### src/rtl/skew_mes_ctl_mc.sv
// -----------------------------------------------------------------------------
// skew_mes_ctl_mc
//
// This block is the multi-channel skew measurement controller. It sweeps the
// shared comparator delay line upward from code 0 to find the master edge code.
// It then sweeps again from 0 for each enabled slave channel, in ascending
// channel order. Each channel reports a signed skew equal to the slave code
// minus the master code, so a slave that is early gives a negative result.
//
// Every delay step takes NSMP strobes. The step is a hit when the number of
// ones is greater than NSMP/2 (majority vote). Each strobe wait is limited by
// a timeout.
//
// Ports
//   clk_i         clock
//   arstn_i       asynchronous reset, active-low
//   run_i         start/hold; low returns to IDLE on the next cycle
//   ch_en_i       slave enable mask, captured when leaving IDLE
//   m_cmp_i       master comparator output
//   s_cmp_i       slave comparator outputs
//   stb_req_o     one-cycle strobe request (registered)
//   stb_valid_i   strobe done; comparator inputs are valid this cycle
//   delay_code_o  delay line code
//   ch_sel_o      0 = master, k = slave k-1
//   res_o         signed skews, channel k at [k*(DW+1) +: DW+1]
//   res_vld_o     per-channel result valid
//   busy_o        measurement in progress
//   rdy_o         all enabled channels measured
//   err_o         0 none, 1 master fail, 2 slave fail, 3 strobe timeout
//   err_ch_o      ch_sel_o value when the error was raised
// -----------------------------------------------------------------------------
module skew_mes_ctl_mc #(
  parameter int DW     = 10,
  parameter int NCH    = 4,
  parameter int NSMP   = 3,
  parameter int STB_TO = 1023
) (
  input  logic                     clk_i,
  input  logic                     arstn_i,
  input  logic                     run_i,
  input  logic [NCH-1:0]           ch_en_i,
  input  logic                     m_cmp_i,
  input  logic [NCH-1:0]           s_cmp_i,
  output logic                     stb_req_o,
  input  logic                     stb_valid_i,
  output logic [DW-1:0]            delay_code_o,
  output logic [$clog2(NCH+1)-1:0] ch_sel_o,
  output logic [NCH*(DW+1)-1:0]    res_o,
  output logic [NCH-1:0]           res_vld_o,
  output logic                     busy_o,
  output logic                     rdy_o,
  output logic [1:0]               err_o,
  output logic [$clog2(NCH+1)-1:0] err_ch_o
);

  localparam int CW = $clog2(NCH + 1);
  localparam int RW = DW + 1;
  localparam int SW = $clog2(NSMP + 1);
  localparam int TW = $clog2(STB_TO + 1);

  localparam logic [2:0] IDLE      = 3'd0;
  localparam logic [2:0] REQ_STB   = 3'd1;
  localparam logic [2:0] WAIT_STB  = 3'd2;
  localparam logic [2:0] DECIDE    = 3'd3;
  localparam logic [2:0] INC_DELAY = 3'd4;
  localparam logic [2:0] NEXT_CH   = 3'd5;
  localparam logic [2:0] READY     = 3'd6;
  localparam logic [2:0] ERR       = 3'd7;

  // Majority vote over the strobes taken at one delay step.
  function automatic logic maj_hit(input logic [SW-1:0] ones);
    return ones > SW'(NSMP / 2);
  endfunction

  // Both codes are widened with a zero MSB before subtracting. The master code
  // is never 0, so the signed difference fits in DW+1 bits and cannot wrap.
  function automatic logic signed [RW-1:0] skew_calc(input logic [DW-1:0] s_code,
                                                     input logic [DW-1:0] m_code);
    logic signed [RW-1:0] s_ext;
    logic signed [RW-1:0] m_ext;
    s_ext = signed'({1'b0, s_code});
    m_ext = signed'({1'b0, m_code});
    return s_ext - m_ext;
  endfunction

  // A failure on the master sweep is reported as code 1; a failure on any
  // slave sweep is reported as code 2.
  function automatic logic [1:0] fail_code(input logic [CW-1:0] sel);
    return (sel == '0) ? 2'd1 : 2'd2;
  endfunction

  logic [2:0]         state_q,   state_d;
  logic [DW-1:0]      code_q,    code_d;
  logic [DW-1:0]      m_code_q,  m_code_d;
  logic [CW-1:0]      ch_sel_q,  ch_sel_d;
  logic [NCH-1:0]     ch_en_q,   ch_en_d;
  logic [NCH*RW-1:0]  res_q,     res_d;
  logic [NCH-1:0]     res_vld_q, res_vld_d;
  logic [SW-1:0]      smp_q,     smp_d;
  logic [SW-1:0]      ones_q,    ones_d;
  logic [TW-1:0]      to_q,      to_d;
  logic               stb_req_q, stb_req_d;
  logic [1:0]         err_q,     err_d;
  logic [CW-1:0]      err_ch_q,  err_ch_d;

  logic               sel_cmp;
  logic               nxt_found;
  logic [CW-1:0]      nxt_sel;
  logic [SW-1:0]      smp_nxt;

  // Select the comparator output for the channel currently being swept.
  always_comb begin
    sel_cmp = m_cmp_i;
    for (int k = 0; k < NCH; k++) begin
      if (ch_sel_q == CW'(k + 1)) sel_cmp = s_cmp_i[k];
    end
  end

  // Find the lowest enabled slave after the current one. While ch_sel is k+1
  // (slave k), only slaves with index >= ch_sel are candidates. The loop runs
  // downward so that the lowest matching index is the last one assigned.
  always_comb begin
    nxt_found = 1'b0;
    nxt_sel   = '0;
    for (int k = NCH - 1; k >= 0; k--) begin
      if (ch_en_q[k] && (CW'(k) >= ch_sel_q)) begin
        nxt_found = 1'b1;
        nxt_sel   = CW'(k + 1);
      end
    end
  end

  assign smp_nxt = smp_q + SW'(1);

  // Next-state logic for the sweep controller.
  always_comb begin
    state_d   = state_q;
    code_d    = code_q;
    m_code_d  = m_code_q;
    ch_sel_d  = ch_sel_q;
    ch_en_d   = ch_en_q;
    res_d     = res_q;
    res_vld_d = res_vld_q;
    smp_d     = smp_q;
    ones_d    = ones_q;
    to_d      = to_q;
    stb_req_d = 1'b0;
    err_d     = err_q;
    err_ch_d  = err_ch_q;

    if (!run_i) begin
      // Abort from any state. Results are kept until the next start.
      state_d  = IDLE;
      code_d   = '0;
      ch_sel_d = '0;
      smp_d    = '0;
      ones_d   = '0;
      to_d     = '0;
      err_d    = 2'd0;
      err_ch_d = '0;
    end else begin
      case (state_q)
        IDLE: begin
          code_d    = '0;
          ch_sel_d  = '0;
          ch_en_d   = ch_en_i;
          res_d     = '0;
          res_vld_d = '0;
          smp_d     = '0;
          ones_d    = '0;
          state_d   = REQ_STB;
        end
        REQ_STB: begin
          stb_req_d = 1'b1;
          to_d      = '0;
          state_d   = WAIT_STB;
        end
        WAIT_STB: begin
          if (stb_valid_i) begin
            ones_d  = ones_q + SW'(sel_cmp);
            smp_d   = smp_nxt;
            state_d = (smp_nxt == SW'(NSMP)) ? DECIDE : REQ_STB;
          end else if (to_q == TW'(STB_TO - 1)) begin
            // This is the STB_TO-th cycle in WAIT_STB with no strobe.
            err_d    = 2'd3;
            err_ch_d = ch_sel_q;
            state_d  = ERR;
          end else begin
            to_d = to_q + TW'(1);
          end
        end
        DECIDE: begin
          smp_d  = '0;
          ones_d = '0;
          if (!maj_hit(ones_q)) begin
            state_d = INC_DELAY;
          end else if (code_q == '0) begin
            // A hit at code 0 means the sweep never saw the edge from below.
            err_d    = fail_code(ch_sel_q);
            err_ch_d = ch_sel_q;
            state_d  = ERR;
          end else begin
            if (ch_sel_q == '0) begin
              m_code_d = code_q;
            end else begin
              for (int k = 0; k < NCH; k++) begin
                if (ch_sel_q == CW'(k + 1)) begin
                  res_d[k*RW +: RW] = skew_calc(code_q, m_code_q);
                  res_vld_d[k]      = 1'b1;
                end
              end
            end
            state_d = NEXT_CH;
          end
        end
        INC_DELAY: begin
          if (code_q == {DW{1'b1}}) begin
            err_d    = fail_code(ch_sel_q);
            err_ch_d = ch_sel_q;
            state_d  = ERR;
          end else begin
            code_d  = code_q + DW'(1);
            state_d = REQ_STB;
          end
        end
        NEXT_CH: begin
          if (nxt_found) begin
            ch_sel_d = nxt_sel;
            code_d   = '0;
            state_d  = REQ_STB;
          end else begin
            state_d = READY;
          end
        end
        default: ;  // READY and ERR hold until run_i drops.
      endcase
    end
  end

  // ---- register stage: controller state and results ----
  always_ff @(posedge clk_i or negedge arstn_i) begin
    if (!arstn_i) begin
      state_q   <= IDLE;
      code_q    <= '0;
      m_code_q  <= '0;
      ch_sel_q  <= '0;
      ch_en_q   <= '0;
      res_q     <= '0;
      res_vld_q <= '0;
      smp_q     <= '0;
      ones_q    <= '0;
      to_q      <= '0;
      stb_req_q <= 1'b0;
      err_q     <= 2'd0;
      err_ch_q  <= '0;
    end else begin
      state_q   <= state_d;
      code_q    <= code_d;
      m_code_q  <= m_code_d;
      ch_sel_q  <= ch_sel_d;
      ch_en_q   <= ch_en_d;
      res_q     <= res_d;
      res_vld_q <= res_vld_d;
      smp_q     <= smp_d;
      ones_q    <= ones_d;
      to_q      <= to_d;
      stb_req_q <= stb_req_d;
      err_q     <= err_d;
      err_ch_q  <= err_ch_d;
    end
  end

  assign stb_req_o    = stb_req_q;
  assign delay_code_o = code_q;
  assign ch_sel_o     = ch_sel_q;
  assign res_o        = res_q;
  assign res_vld_o    = res_vld_q;
  assign busy_o       = (state_q != IDLE) && (state_q != READY) && (state_q != ERR);
  assign rdy_o        = (state_q == READY);
  assign err_o        = err_q;
  assign err_ch_o     = err_ch_q;

endmodule
### config.mk
export PLATFORM = sky130hd
export DESIGN_NAME = skew_mes_ctl_mc
export DESIGN_NICKNAME = d
export VERILOG_FILES = /design/src/rtl/skew_mes_ctl_mc.sv
export SDC_FILE = /design/constraint.sdc
export NUM_CORES = 1
export LEC_CHECK = 0
export BUFFER_PORTS_ARGS = -buffer_cell sky130_fd_sc_hd__buf_2
export CORE_MARGIN = 2
export CORE_UTILIZATION = 45
export DETAILED_ROUTE_END_ITERATION = 10
export PLACE_DENSITY = 0.68
export SLEW_MARGIN = 20
export SYNTH_ARGS = -nofsm -noshare
export SYNTH_HDL_FRONTEND = slang
export SYNTH_SLANG_ARGS = --single-unit
### constraint.sdc
create_clock -name clk_i -period 2.2 [get_ports clk_i]
set_input_delay 0.22 -clock clk_i [delete_from_list [all_inputs] [get_ports clk_i]]
set_output_delay 0.22 -clock clk_i [all_outputs]
set_load 0.01 [all_outputs]
# Yosys cells after proc, flatten, opt, wreduce, memory -nomap -nowiden
# Cells that the tools add are included.
# word_totals
register_bits,98
input_bits,13
out_inout_bits,69
elab_cells,163
# op_classes
addsub,5
magnitude_cmp,5
eq_ne,38
n_mux,71
bitwise_logic,1
reduce_logical,24
# ops
op,n
two-way mux 44 bit,3
one-hot mux 44 bit (2 select lines),1
two-way mux 10 bit,6
two-way mux 3 bit,17
two-way mux 11 bit,4
"inequality test 3 bit, second input constant",11
one-hot mux 10 bit (3 select lines),1
AND reduction 6 bit,5
two-way mux 2 bit,14
"adder 10 x 1 -> 10 bit, second input constant",2
"== test 10 bit, second input constant",2
one-hot mux 10 bit (2 select lines),1
one-hot mux 3 bit (6 select lines),1
two-way mux 1 bit,14
"inequality test 2 bit, second input constant",7
"== test 3 x 2 -> 1 bit, second input constant",4
"== test 3 bit, second input constant",4
two-way mux 4 bit,3
subtractor 10 x 10 -> 11 bit,1
logical NOT 10 bit,1
one-hot mux 3 bit (3 select lines),1
"inequality test 4 x 1 -> 1 bit, second input constant",2
one-hot mux 2 bit (2 select lines),2
one-hot mux 4 bit (2 select lines),1
other kinds (22),36

# Depth between registers and ports, before layout
# depth
word_depth,9
mapped_depth,9
depth_no_buf,9

# Worst setup path before layout
# Ideal clock, no wire load.
# synth_path
kind,reg-to-reg
from,"register code_q[4], in the netlist delay_code_o[4]"
to,"register res_q[2], in the netlist res_o[2]"
setup_ns,0.125
arrival_time_ns,2.126
required_ns,2.075
path_slack_ns,-0.051
stages_incl_launch_ff,8
n_path_buf,2
period_less_slack_ns,2.251
path_cell_list,dfrtp_1 -> or4_4 -> nor3_4 -> or3_1 -> buf_4 -> and2_1 -> buf_2 -> mux2_2
# synth_via
elab_chain_len,3
# synth_lines
element,line_no,text
start: declaration,93,"logic [DW-1:0] code_q, code_d;"
start signal: assignment,258,code_q <= code_d;
logical NOT 10 bit,197,end else if (code_q == '0) begin
inequality test 2 bit (no line),-,
AND reduction 6 bit (no line),-,
end signal: assignment,262,res_q <= res_d;
end: declaration,97,"logic [NCH*RW-1:0] res_q, res_d;"
# No other way between the ends.
# A chain may end at the register's enable or synchronous reset.

# Worst setup path in the final report
# layout_path
from,"register code_q[4], in the netlist delay_code_o[4]"
to,"register res_q[26], in the netlist res_o[26]"
# layout_via
elab_chain_len,6
elab_cells_between_ends,9
cone_classes,1 x add/sub; 1 x eq/ne; 5 x mux; 2 x reduce/logical
# layout_lines
element,line_no,text
subtractor 10 x 10 -> 11 bit,83,return s_ext - m_ext;
two-way mux 11 bit,207,if (ch_sel_q == CW'(k + 1)) begin
two-way mux 44 bit,203,if (ch_sel_q == '0) begin
two-way mux 44 bit,197,
two-way mux 44 bit,195,if (!maj_hit(ones_q)) begin
one-hot mux 44 bit (2 select lines),162,case (state_q)
# Several ways; a longest one is shown, not always the timed one. The select of a mux whose other input is x is not followed.

==> summary.md <==
| Metric | Value |
|---|---|
| DRC Markers | `6` |
| Sw Share | `0.270` |
| First-pass GRT wire length | `approximately 24000 um` |
| Post-Synth Simple-Gate Area | `0.190` |
| Placed insts | `806` |
| Top-area cell type share of the netlist area | `0.458` |
| Worst setup SP type | `flop` |
| Reg2reg path depth | `5` |
| DIE AREA | `about 13000 um2` |
| Mapped Cells | `553` |
| R2R Path Start | `delay_code_o[4]` |
| Async SR Flop Fraction | `1.00` |
| Worst skew pair latency | `0.35 ns` |
| Critical path arrival | `2.46 ns` |
| Number of routed nets with antenna violations | `0` |
| Synth Area in Adders | `0.0411` |
| Min-Delay Path Depth | `2` |
| Max Clk Rate | `451 MHz` |
| DRT iter0 DRCs | `283` |
| CORE AREA | `11500 um2` |
| Synthesized area | `5360 um2` |
| XOR/XNOR Fraction of Synth Area | `0.00817` |
| Non-Filler Instances | `832` |
| Dpl cell area | `6280 um2` |
| Lkg Pwr | `3.28 nW` |
| Max-cap viol count | `0` |
| GRT Residual Overflow | `0` |
| Psw | `0.00111 W` |
| Post-synthesis mux area share | `0.0705` |
| Wire per inst | `17.3 um` |
| Synth area leaders | `dfrtp_1, mux2_2, nand2_1` |
| Violated checks | `design-rule violations, negative setup slack` |
| Main combinational cell family by area after synthesis | `simple AND/OR/NAND/NOR gates` |
| Total global-route track usage | `0.232` |
| Vias per cell | `5.70` |
| Synth Area in Compound Gates | `0.186` |
| Hold/Removal Path Class | `in -> reg` |
| Tcrit/Tclk final | `1.01` |
| Critical Path RT | `2.44 ns` |
| Peak VDD IR | `0.641 mV` |
| Slew Viols, Final | `0` |
| Largest net degree at the start of global routing | `41` |
| CP Capture Type | `flop` |
| Vias | `4742` |
| PD cells | `603 nW/um2` |
| RSZ-0062 raised after global routing | `true` |
| Count of state elements after synthesis | `98` |
| Worst hold margin | `0.100 ns` |
| # diodes | `0` |
| Share of layout cells above drive strength 1 | `0.327` |
| Dpl hpwl | `approximately 11000 um` |
| TritonCTS clock tree | `yes` |
| Met1 Use GR | `0.299` |
| Clk pwr share | `0.393` |
| Layout area overhead | `26.9%` |
| Min-delay src | `ch_en_i[2]` |
| Fin Clk Skew | `0.00958 ns` |
| Min Tclk post-route | `2.22 ns` |
| PortBufs | `81` |
| Post-synth EDFFs | `0` |
| Total Wirelength | `14400 um` |
| Main flop type after synthesis | `dfrtp_1` |
| CTS H-tree lvls | `3` |
| Post-route cell area | `6800 um2` |
| Reg2reg end | `res_o[26]` |
| Nets | `714` |
| Overall die height | `roughly 110 um` |
| CP Class | `reg -> reg` |
| Die Width | `~110 um` |
| GPL Wtd Cong | `0.884` |
| Vias in the first global route | `4709` |
| Initial cell density of the core | `0.465` |
| Most frequent cells after synthesis | `dfrtp_1, nand2_1, o21ai_0` |
| # rows | `39` |
| Status | `finished with violations` |
| Setup slack, reg-to-reg | `-0.02 ns` |
| Area leader, netlist | `dfrtp_1` |
| Final core occ | `0.590` |
| Worst-path fanout max | `6` |
| Worst Tran Pin Value | `0.840 ns` |
| Clock buffer depth | `2` |
| DRT Pass-1 Iters | `7` |
| Final setup violation count | `8` |
| Ports | `82` |
| Routing usage on met2 | `0.395` |
| Netlist cell types | `70` |
| Top-count cell post-synth | `dfrtp_1` |
| Hold worst-path end | `ch_en_q[2]` |
| Worst rel slew slack | `0.436` |
| TritonCTS sink count | `98` |
| Internal power contribution | `0.00300 W` |
| Ys Warns | `0` |
| Mapped Avg Cell Area | `just under 10 um2` |
| GRT Max-Usage Layer | `met2` |
| Clk slew on worst S/H paths | `0.07 ns` |
| Initial antenna violation count | `0` |
| Seq/Total Area, Yosys | `0.458` |
| Syn nets | `583` |
| TritonCTS Buffers | `9` |
| Hold Vio Cnt, Final | `0` |
| CTS root buf | `clkbuf_16` |
| Worst Setup Slack, final | `-0.0193 ns` |
| Met3 Usage GRT | `0.0487` |
| Logic gate share of total power | `0.148` |
| Power share of the sequential group | `0.460` |
-- logic make-up after synthesis --
logic type | after synthesis
AO/OA/AOI/OAI | 143
buffers and inverters | 60
flip-flops | 98
multiplexers | 33
adder cells (fa/ha/maj) | 17
AND/OR/NAND/NOR | 197
XOR/XNOR | 5
-- cell usage in the layout, fill, tap and decap left out, types with 7 or more instances in the layout --
cell	n
inv_1	30
a21oi_1	16
nand2_1	68
o31ai_1	7
a32oi_1	7
mux2_2	22
ha_1	14
o211ai_1	8
clkbuf_16	9
o21a_1	7
nand3_1	25
nor3_1	9
and2_1	7
nor2_1	30
o21ai_0	44
buf_4	62
dfrtp_1	96
buf_2	80
-- routing by layer --
metal  wire length (um)  part of all wire
met1               6180              0.43
met5                  0                 0
met3                674             0.047
met2               7300              0.51
met4                220             0.015
-- power by group through the flow --
stage | Clock (W) | Sequential (W) | Combinational [W]
2_1_floorplan | 0 | 0.00192 | 0.000333
3_3_place_gp | 0 | 0.00192 | 0.000542
3_5_place_dp | 0 | 0.00192 | 0.000557
4_1_cts | 0.00165 | 0.00189 | 0.000578
5_1_grt | 0.00172 | 0.00189 | 0.000662
6_report | 0.00161 | 0.00189 | 0.000606
-- through the flow --
stage | total power (W) | TNS, ns | worst slack [ns]
detailed placement | 0.00248 | -0.558 | -0.0835
global placement | 0.00246 | -0.281 | -0.0571
floorplan | 0.00225 | 0 | 0.0137
finish | 0.00410 | -0.0938 | -0.0193
CTS | 0.00412 | 0 | 0.0162
global route | 0.00427 | -0.932 | -0.0481
-- state kept, by name, summed over array words and instances, names as in the netlist --
signal,cells
res_o,44
delay_code_o,10
m_code_q,10
to_q,10
ch_en_q,4
res_vld_o,4
ch_sel_o,3
err_ch_o,3
state_q,3
err_o,2
ones_q,2
smp_q,2
stb_req_o,1
-- area by class of cell --
class                      instances  area (um2)
fill                             982        4720
multi-input combinational        395        2760
sequential                        98        2450
timing repair buffer             150         985
clock buffer                      10         229
tap                              143         179
inverter                          30         113
clock inverter                     6        75.1
-- critical path, cell delays in order (launching register included) --
cell	delay (ns)
dfrtp_2	0.41
or4_4	0.58
o31a_1	0.41
o211ai_4	0.25
buf_12	0.16
mux2_4	0.30
-- worst max-delay path by stage --
stage,endpoint,startpoint
after global routing,res_o[26],delay_code_o[4]
after floorplan,err_ch_o[0],delay_code_o[1]
after CTS,err_ch_o[1],state_q[2]
after global placement,res_o[4],delay_code_o[3]
final,res_o[26],delay_code_o[4]
after detailed placement,res_o[8],delay_code_o[6]
-- repair_timing --
action,CTS,global route
resized for setup,6,25
buffers inserted,3,6
hold buffers,1,0
gates cloned,0,0
endpoints found under the hold margin,30,0
pin swaps,2,7
endpoints found under the setup margin,34,37
(Power assumes the default switching activity.)
